**config.mk**
```make
export PLATFORM = sky130hd
export DESIGN_NAME = xload_bus_master
export DESIGN_NICKNAME = d
export VERILOG_FILES = /design/src/rtl/xload_bus_master.sv
export SDC_FILE = /design/constraint.sdc
export NUM_CORES = 1
export LEC_CHECK = 0
export CAP_MARGIN = 20
export CORE_ASPECT_RATIO = 0.5
export CORE_MARGIN = 1
export CORE_UTILIZATION = 35
export DETAILED_ROUTE_END_ITERATION = 12
export PLACE_DENSITY = 0.64
export SYNTH_ARGS = -nofsm -noshare
export SYNTH_HDL_FRONTEND = slang
export SYNTH_SLANG_ARGS = --single-unit
```
**constraint.sdc**
```tcl
create_clock -name clk -period 2.1 [get_ports clk]
set_input_delay 0.525 -clock clk [delete_from_list [all_inputs] [get_ports clk]]
set_output_delay 0.525 -clock clk [all_outputs]
set_load 0.005 [all_outputs]
```
**src/rtl/xload_bus_master.sv**
```systemverilog
// Byte-stream to native memory bus initiator: decodes framed read/write commands,
// issues one 32-bit bus transaction per frame and streams back status and read data.
module xload_bus_master #(
   parameter int unsigned TIMEOUT_CYCLES = 255,
   parameter int unsigned TO_W           = 8
) (
   input  logic        clk,
   input  logic        resetn,
   input  logic        rx_valid,
   input  logic [7:0]  rx_data,
   output logic        rx_ready,
   output logic        tx_valid,
   output logic [7:0]  tx_data,
   input  logic        tx_ready,
   output logic        mem_valid,
   output logic [31:0] mem_addr,
   output logic [31:0] mem_wdata,
   output logic [3:0]  mem_wstrb,
   input  logic        mem_ready,
   input  logic [31:0] mem_rdata,
   output logic        busy
);

   localparam logic [7:0] CMD_WR = 8'hA5;
   localparam logic [7:0] CMD_RD = 8'h5A;
   localparam logic [7:0] ST_OK  = 8'h00;
   localparam logic [7:0] ST_TO  = 8'hEE;
   localparam logic [7:0] ST_BAD = 8'hFF;
   localparam bit              TO_EN   = (TIMEOUT_CYCLES != 0);
   localparam logic [TO_W-1:0] TO_LAST = TO_W'((TIMEOUT_CYCLES == 0) ? 0 : TIMEOUT_CYCLES - 1);

   typedef enum logic [2:0] {
      S_IDLE, S_ADDR, S_DATA, S_BUS, S_RESP, S_RDATA
   } state_t;

   state_t          state_q, state_d;
   logic [1:0]      cnt_q, cnt_d;
   logic            op_wr_q, op_wr_d;
   logic [31:0]     addr_q, addr_d;
   logic [31:0]     wdata_q, wdata_d;
   logic [31:0]     rdata_q, rdata_d;
   logic [3:0]      wstrb_q, wstrb_d;
   logic [TO_W-1:0] to_q, to_d;
   logic [7:0]      tx_data_q, tx_data_d;
   logic            rx_ready_q, tx_valid_q, mem_valid_q, busy_q;
   logic            rx_fire, tx_fire;

   assign rx_fire = rx_valid && rx_ready_q;
   assign tx_fire = tx_valid_q && tx_ready;

   // Next-state and datapath update; tx_data holds the status byte while in RESP.
   always_comb begin
      state_d   = state_q;
      cnt_d     = cnt_q;
      op_wr_d   = op_wr_q;
      addr_d    = addr_q;
      wdata_d   = wdata_q;
      rdata_d   = rdata_q;
      wstrb_d   = wstrb_q;
      to_d      = to_q;
      tx_data_d = tx_data_q;
      case (state_q)
         S_IDLE: begin
            if (rx_fire) begin
               if (rx_data == CMD_WR || rx_data == CMD_RD) begin
                  op_wr_d = (rx_data == CMD_WR);
                  cnt_d   = 2'd0;
                  state_d = S_ADDR;
               end else begin
                  tx_data_d = ST_BAD;
                  state_d   = S_RESP;
               end
            end
         end
         S_ADDR: begin
            if (rx_fire) begin
               addr_d[{cnt_q, 3'b000} +: 8] = rx_data;
               addr_d[1:0] = 2'b00;
               cnt_d = cnt_q + 2'd1;
               if (cnt_q == 2'd3) state_d = op_wr_q ? S_DATA : S_BUS;
            end
         end
         S_DATA: begin
            if (rx_fire) begin
               wdata_d[{cnt_q, 3'b000} +: 8] = rx_data;
               cnt_d = cnt_q + 2'd1;
               if (cnt_q == 2'd3) state_d = S_BUS;
            end
         end
         S_BUS: begin
            // A completion in the final timeout cycle still counts as success.
            if (mem_ready) begin
               rdata_d   = mem_rdata;
               tx_data_d = ST_OK;
               state_d   = S_RESP;
            end else if (TO_EN && to_q == TO_LAST) begin
               tx_data_d = ST_TO;
               state_d   = S_RESP;
            end else begin
               to_d = to_q + TO_W'(1);
            end
         end
         S_RESP: begin
            if (tx_fire) begin
               if (!op_wr_q && tx_data_q == ST_OK) begin
                  cnt_d     = 2'd0;
                  tx_data_d = rdata_q[7:0];
                  state_d   = S_RDATA;
               end else begin
                  state_d = S_IDLE;
               end
            end
         end
         S_RDATA: begin
            if (tx_fire) begin
               cnt_d     = cnt_q + 2'd1;
               tx_data_d = rdata_q[{cnt_d, 3'b000} +: 8];
               if (cnt_q == 2'd3) state_d = S_IDLE;
            end
         end
         default: state_d = S_IDLE;
      endcase
      if (state_d == S_BUS && state_q != S_BUS) begin
         to_d    = '0;
         wstrb_d = op_wr_q ? 4'hF : 4'h0;
      end
   end

   // Handshake outputs are registered decodes of the next state.
   always_ff @(posedge clk) begin
      if (!resetn) begin
         state_q     <= S_IDLE;
         cnt_q       <= 2'd0;
         op_wr_q     <= 1'b0;
         addr_q      <= '0;
         wdata_q     <= '0;
         rdata_q     <= '0;
         wstrb_q     <= '0;
         to_q        <= '0;
         tx_data_q   <= '0;
         rx_ready_q  <= 1'b1;
         tx_valid_q  <= 1'b0;
         mem_valid_q <= 1'b0;
         busy_q      <= 1'b0;
      end else begin
         state_q     <= state_d;
         cnt_q       <= cnt_d;
         op_wr_q     <= op_wr_d;
         addr_q      <= addr_d;
         wdata_q     <= wdata_d;
         rdata_q     <= rdata_d;
         wstrb_q     <= wstrb_d;
         to_q        <= to_d;
         tx_data_q   <= tx_data_d;
         rx_ready_q  <= (state_d == S_IDLE) || (state_d == S_ADDR) || (state_d == S_DATA);
         tx_valid_q  <= (state_d == S_RESP) || (state_d == S_RDATA);
         mem_valid_q <= (state_d == S_BUS);
         busy_q      <= (state_d != S_IDLE);
      end
   end

   assign rx_ready  = rx_ready_q;
   assign tx_valid  = tx_valid_q;
   assign tx_data   = tx_data_q;
   assign mem_valid = mem_valid_q;
   assign mem_addr  = addr_q;
   assign mem_wdata = wdata_q;
   assign mem_wstrb = wstrb_q;
   assign busy      = busy_q;

endmodule

```
==> impl_results.md, run 1 <==
- Outcome: finished clean
- Hold buffer count at cts: 0
- #FFs+latches synth: 121
- Average footprint of a synthesized cell: 8.16 µm²
- Detailed placer's ending HPWL: roughly 11000 µm
- EDFF count, synth: 0
- Via count of the first global-routing pass: about 4800
- Drt via density: 5.12
- Global-route wire length before repair: 24200 µm
- Remaining Overflow, GRT: 0
- Initial DRC count: 450
- Global placer's final weighted congestion: 0.812
- ANT cells: 0
- Async set-reset flop share out of synthesis: 0%
- Top cell type by total area after synthesis: dfxtp_1
- Leading cell types by total area after synthesis: dfxtp_1, nand2_1, a21oi_1
- Primary FF master, synth: dfxtp_1
- Portion of the post-synthesis area used by sequential elements: ~46%
- Highest clock frequency the design can meet: 0.491 GHz
- Final number of hold-violating endpoints: 0
- Top post-synthesis cells by count: nand2_1, dfxtp_1, a21oi_1
- Distinct cell type count after synthesis: 50
- Die Y: just under 90 µm
- Core occupancy in the finished layout: between 50% and 60%
- Power density over cell area: 763 mW/mm²
- Buffer type at the clock tree root: clkbuf_16
- Synthesized instance count: around 650
- Overall routed net length: 15200 µm
- Filler cell count in the final layout: 1384
- Final #Nets: roughly 840
- Setup CP Type: in2reg
- Final antenna-violating net count: 0
- Maximum ir drop on the vdd rail: 0.564 mV
- Critical path peak fanout: 4
- Antenna violations before repair: 0
- Worst Path Arrival: 2.38 ns
- DR DRC count: 0
- Leakage power total: 0.00266 µW
- Share of the synthesized area in the top cell type: a little under half
- Top-level I/O count: 125
- RSZ-0062 raised after global routing: true
- Die Area: 0.0156 mm²
- Post-synthesis instance area: 0.00528 mm²
- Clock tree from TritonCTS: yes
- Clk_skew: roughly 0.0094 ns
- Layout-stage area growth over the synthesis result: 44.8%
- Worst hold-check path type: reg2reg
- Number of setup violations in the final report: 0
- Number of warning messages in the yosys log: 0
- Nature of the critical path endpoint: flop
- Effective utilization at floorplan: between 30% and 40%
- Maximum level of the CTS H-tree: 4
- Sort of element at the start of the critical path: primary input
- Max-slew violation count: 0
- DIE WIDTH: between 150 and 200 µm
- GR Util All Layers: 19.8%
- Deepest clock path buffer count: 2
- Num Clock Sinks: 121
- Clock latency reported for the late side of the worst-skew pair: 0.41 ns
- Average wire length per cell after detail routing: 15.2 µm
- Fraction of final layout cells sized beyond drive strength 1: between 10% and 20%
- Maximum number of pins on one net before global-route repair: between 40 and 50
- Overall via count from detail_route: 5110
- Clock input transition at the sequential cells of the worst setup and hold paths: 0.06 ns
- Clock buffers created by TritonCTS: 17
- Final clock period utilization by the worst path: 97.0%
- Number of optimization iterations in the first detailed-route pass: 5
- Final critical-path required period: 2.04 ns
- Standard cell area after detailed placement: about 0.0070 mm²
- Flop2flop setup slack: 0.12 ns
- Area of all placed cells without fillers: roughly 0.0076 mm²
- Area of the core: 0.0146 mm²
- Number of cell rows: 31
- PortBufs: 122
- Required time of the critical path: 2.44 ns
- Most instantiated library cell after synthesis: nand2_1
- Max cap viols: 0
- Tot Pwr: 5840 µW
- Worst hold slack: 0.453 ns
[sequential cells by signal (all words and copies together), names as in the netlist, 2 cells and up]
name / count
mem_addr: 30
tx_data: 8
state_q: 3
mem_wdata: 32
to_q: 8
rdata_q: 32
cnt_q: 2
[per-stage QoR]
stage	setup TNS, ns	worst slack (ns)	instances
floorplan	-0.0703	-0.0185	648
global placement	-7.05	-0.404	965
detailed placement	-7.85	-0.428	965
CTS	0	0.00429	997
global route	-0.0115	-0.00897	998
finish	0	0.0629	998
[final cells by class]
class	count	area [µm²]	share of cell area, %
well taps	198	248	3.24
multi-input cells	469	2660	34.8
clock inverters	13	170	2.23
flip-flops and latches	121	2420	31.7
clock buffers	19	443	5.79
inverters	7	26.3	0.344
repair buffers	171	1670	21.9
[timing repair]
| action | 4_1_cts | 5_1_grt |
|---|---|---|
| pin swaps | 1 | 0 |
| setup endpoints to repair | 1 | 6 |
| cloned | 0 | 0 |
| gates resized for setup | 1 | 8 |
| setup buffers | 0 | 1 |
[layout by cell type (no fill, tap or decap), types with 8 or more instances in the layout]
master	instances
a21oi_1	100
dfxtp_1	121
nand3_1	47
o21ai_0	13
mux2i_1	9
nand4_1	29
clkbuf_16	17
mux4_2	8
nor2_1	23
nor3_1	10
clkdlybuf4s50_1	118
buf_4	43
nand2_1	161
[logic make-up (layout without fill, tap and decap cells)]
family / Yosys count / in the layout / synth area share [%]
fa+ha+maj: 7 / 7 / 1.66
flops: 121 / 121 / 45.9
xor+xnor: 7 / 7 / 1.16
other cells: 1 / 2 / 0.0710
buf+inv: 58 / 210 / 4.67
compound gates: 129 / 129 / 13.8
simple gates: 307 / 307 / 27.6
mux: 17 / 17 / 5.12
[critical path: stages]
cell and delay, ns:
clkdlybuf4s50_1 0.48, nor4b_4 0.30, and4_4 0.27, o32ai_1 0.12
or4b_1 0.52, a21oi_1 0.15
[worst paths after layout]
| kind | startpoint | end | depth (start not counted) |
|---|---|---|---|
| setup / recovery | rx_data[3] | cnt_q[1]$_SDFFE_PN0P_ | 6 |
| hold / removal | rdata_q[10]$_SDFFE_PN0P_ | rdata_q[10]$_SDFFE_PN0P_ | 2 |
| setup reg to reg | cnt_q[1]$_SDFFE_PN0P_ | tx_data[1]$_SDFFE_PN0P_ | 8 |
| hold reg to reg | rdata_q[10]$_SDFFE_PN0P_ | rdata_q[10]$_SDFFE_PN0P_ | 2 |
[per-layer routing]
metal  wire length [µm]  track usage [%]  up-vias
li1                   -                -     2529
met2               7130             32.5      138
met1               7140             26.0     2433
met3                812             5.28       10
met4                108             4.90        0
met5                  0                0        -
[where the power goes]
part	switching [µW]	leakage, µW	total, µW	internal (µW)
Clock	1090	0.000290	3000	1910
Combinational	218	0.00139	463	245
Sequential	40.7	0.000977	2370	2330
Total	1350	0.00266	5840	4490
Note: power is estimated with default switching activity, not from simulation.
==> run 2, diff against run 1 <==
--- a/config.mk
+++ b/config.mk
@@ -8,9 +8,9 @@
 export CAP_MARGIN = 20
 export CORE_ASPECT_RATIO = 0.5
 export CORE_MARGIN = 1
-export CORE_UTILIZATION = 35
+export CORE_UTILIZATION = 45
 export DETAILED_ROUTE_END_ITERATION = 12
-export PLACE_DENSITY = 0.64
+export PLACE_DENSITY = 0.78
 export SYNTH_ARGS = -nofsm -noshare
 export SYNTH_HDL_FRONTEND = slang
 export SYNTH_SLANG_ARGS = --single-unit
==> run 2 against run 1 <==
  * Maximum frequency hardly changed
  * Largest cell class unchanged
  * Total power hardly changed
  * Cell count is 3.8% lower
  * Clock skew hardly changed
  * Die area is 22% lower
  * Count of clock-buffer cells in the layout stayed put
  * Global-route usage is 5.4 points higher
  * Critical path type unchanged
  * First-iteration DRC count is 18% higher
  * Hold slack hardly changed
  * Non-clock buffer count stayed put
  * Combinational power is 3% lower
==> impl_results.md, run 2 (synthesized netlist as in run 1, its figures left out) <==
- Maximum ir drop on the vdd rail: 0.543 mV (was 0.564 mV)
- Average wire length per cell after detail routing: 15.7 µm (was 15.2 µm)
- Initial DRC count: 532 (was 450)
- Final number of hold-violating endpoints: 0 (unchanged)
- Detailed placer's ending HPWL: 10100 µm (was 10600 µm)
- Fraction of final layout cells sized beyond drive strength 1: 13.7% (was 13.0%)
- Worst hold-check path type: reg2reg (unchanged)
- Clock buffers created by TritonCTS: 17 (unchanged)
- Worst hold slack: 0.453 ns (about the same)
- Number of optimization iterations in the first detailed-route pass: 6 (was 5)
- Number of setup violations in the final report: 0 (unchanged)
- Clock input transition at the sequential cells of the worst setup and hold paths: 0.06 ns (about the same)
- Global-route wire length before repair: 24200 µm (about the same)
- Final #Nets: 840 (was 839)
- Buffer type at the clock tree root: clkbuf_16 (unchanged)
- Reg-to-reg startpoint: cnt_q[1]$_SDFFE_PN0P_ (unchanged)
- Relative max-transition margin: 59.5%
- Num Clock Sinks: 121 (unchanged)
- Clock latency reported for the late side of the worst-skew pair: 0.42 ns (was 0.41 ns)
- Critical path peak fanout: 10 (was 4)
- Beginning of the worst hold path: rdata_q[28]$_SDFFE_PN0P_ (was rdata_q[10]$_SDFFE_PN0P_)
- Hold buffer count at cts: 0 (unchanged)
- Clock tree from TritonCTS: yes (unchanged)
- Power density over cell area: 766 mW/mm² (was 763 mW/mm²)
- Effective utilization at floorplan: 47.1% (was 36.2%)
- Max-slew violation count: 0 (unchanged)
- Setup CP Type: in2reg (unchanged)
- DIE WIDTH: 155 µm (was 176 µm)
- Die Y: 78.6 µm (was 88.9 µm)
- Clk_skew: 0.00944 ns (was 0.00940 ns)
- Die Area: 0.0122 mm² (was 0.0156 mm²)
- Final clock period utilization by the worst path: 96.9% (was 97.0%)
- Remaining Overflow, GRT: 0 (unchanged)
- Sort of element at the start of the critical path: primary input (unchanged)
- Critical Path Source: rx_data[2] (was rx_data[3])
- Worst Tran Pin Value: 0.607 ns
- Leakage power total: 0.00266 µW (about the same)
- Filler cell count in the final layout: 870 (was 1384)
- Worst Path Arrival: 2.37 ns (was 2.38 ns)
- ANT cells: 0 (unchanged)
- Max cap viols: 0 (unchanged)
- Required time of the critical path: 2.44 ns (about the same)
- Maximum number of pins on one net before global-route repair: 59 (was 41)
- Highest clock frequency the design can meet: 0.491 GHz (about the same)
- PortBufs: 122 (unchanged)
- Global placer's final weighted congestion: 0.839 (was 0.812)
- Overall routed net length: 15100 µm (was 15200 µm)
- Most used cells in the layout excluding fill and tap cells: nand2_1, dfxtp_1, clkdlybuf4s50_1 (unchanged)
- Outcome: finished clean (unchanged)
- Area taken by multi-input logic gates: 0.00271 mm² (was 0.00266 mm²)
- Tot Pwr: 5830 µW (was 5840 µW)
- Drt via density: 5.41 (was 5.12)
- Top-level I/O count: 125 (unchanged)
- Overall via count from detail_route: 5192 (was 5110)
- Layout-stage area growth over the synthesis result: 44.3% (was 44.8%)
- Nature of the critical path endpoint: flop (unchanged)
- Leading cell type in the layout, fill and taps excluded: nand2_1 (unchanged)
- DR DRC count: 0 (unchanged)
- Area of the core: 0.0112 mm² (was 0.0146 mm²)
- Maximum level of the CTS H-tree: 4 (unchanged)
- Footprint of the flip-flops and latches: 0.00242 mm² (about the same)
- Deepest clock path buffer count: 2 (unchanged)
- GR Util All Layers: 25.2% (was 19.8%)
- Number of cell rows: 27 (was 31)
- Final critical-path required period: 2.04 ns (about the same)
- Via count of the first global-routing pass: 4989 (was 4846)
- Final antenna-violating net count: 0 (unchanged)
- Antenna violations before repair: 0 (unchanged)
==> run 2: per-layer routing <==
metal / routed length [µm] / GRT usage, % / vias up
li1: - / - / 2546
met1: 6840 / 32.2 / 2441
met2: 7050 / 40.5 / 178
met3: 948 / 6.46 / 27
met4: 253 / 10.7 / 0
met5: 0 / 0 / -
==> run 2: worst max-delay path: stages <==
cell and delay [ns]:
clkdlybuf4s50_1 0.56, buf_4 0.23, and4_4 0.26, o32ai_1 0.13, or4b_1 0.52, a21oi_1 0.14
==> run 2: path summary, 6_finish.rpt <==
check / endpoint / slack (ns) / cells past startpoint
max reg2reg: tx_data[1]$_SDFFE_PN0P_ / 0.14 / 8
min: rdata_q[28]$_SDFFE_PN0P_ / 0.45 / 2
max: cnt_q[1]$_SDFFE_PN0P_ / 0.06 / 6
min reg2reg: rdata_q[28]$_SDFFE_PN0P_ / 0.45 / 2
==> run 2: cell type report <==
class                           instances  area share (%)
Multi-Input combinational cell        470            35.5
Sequential cell                       121            31.8
Timing Repair Buffer                  171            21.7
Clock buffer                           19            5.81
Tap cell                              159            2.61
Clock inverter                         13            2.22
Inverter                                7           0.345
==> run 2: what timing repair did <==
| action | 4_1_cts | 5_1_grt |
|---|---|---|
| cloned | 1 | 0 |
| buffers inserted | 0 | 3 |
| setup endpoints to repair | 4 | 19 |
| resized for setup | 3 | 17 |
| pin swaps | 3 | 4 |
==> run 2: power by group <==
part           switching (µW)  internal, µW
combinational             213           237
clock                    1100          1910
sequential               41.7          2330
==> run 2: stage by stage <==
stage                     instances  TNS (ns)  util, %  setup WS [ns]  area (µm²)
final                           960         0     67.9         0.0642        7620
after global routing            960  -0.00785     67.9       -0.00785        7620
after CTS                       957         0     67.1         0.0102        7520
after detailed placement        924    -11.73     61.4         -0.457        6890
after global placement          924     -9.03     61.4         -0.430        6890
after floorplan                 648   -0.0703        -        -0.0185        5290
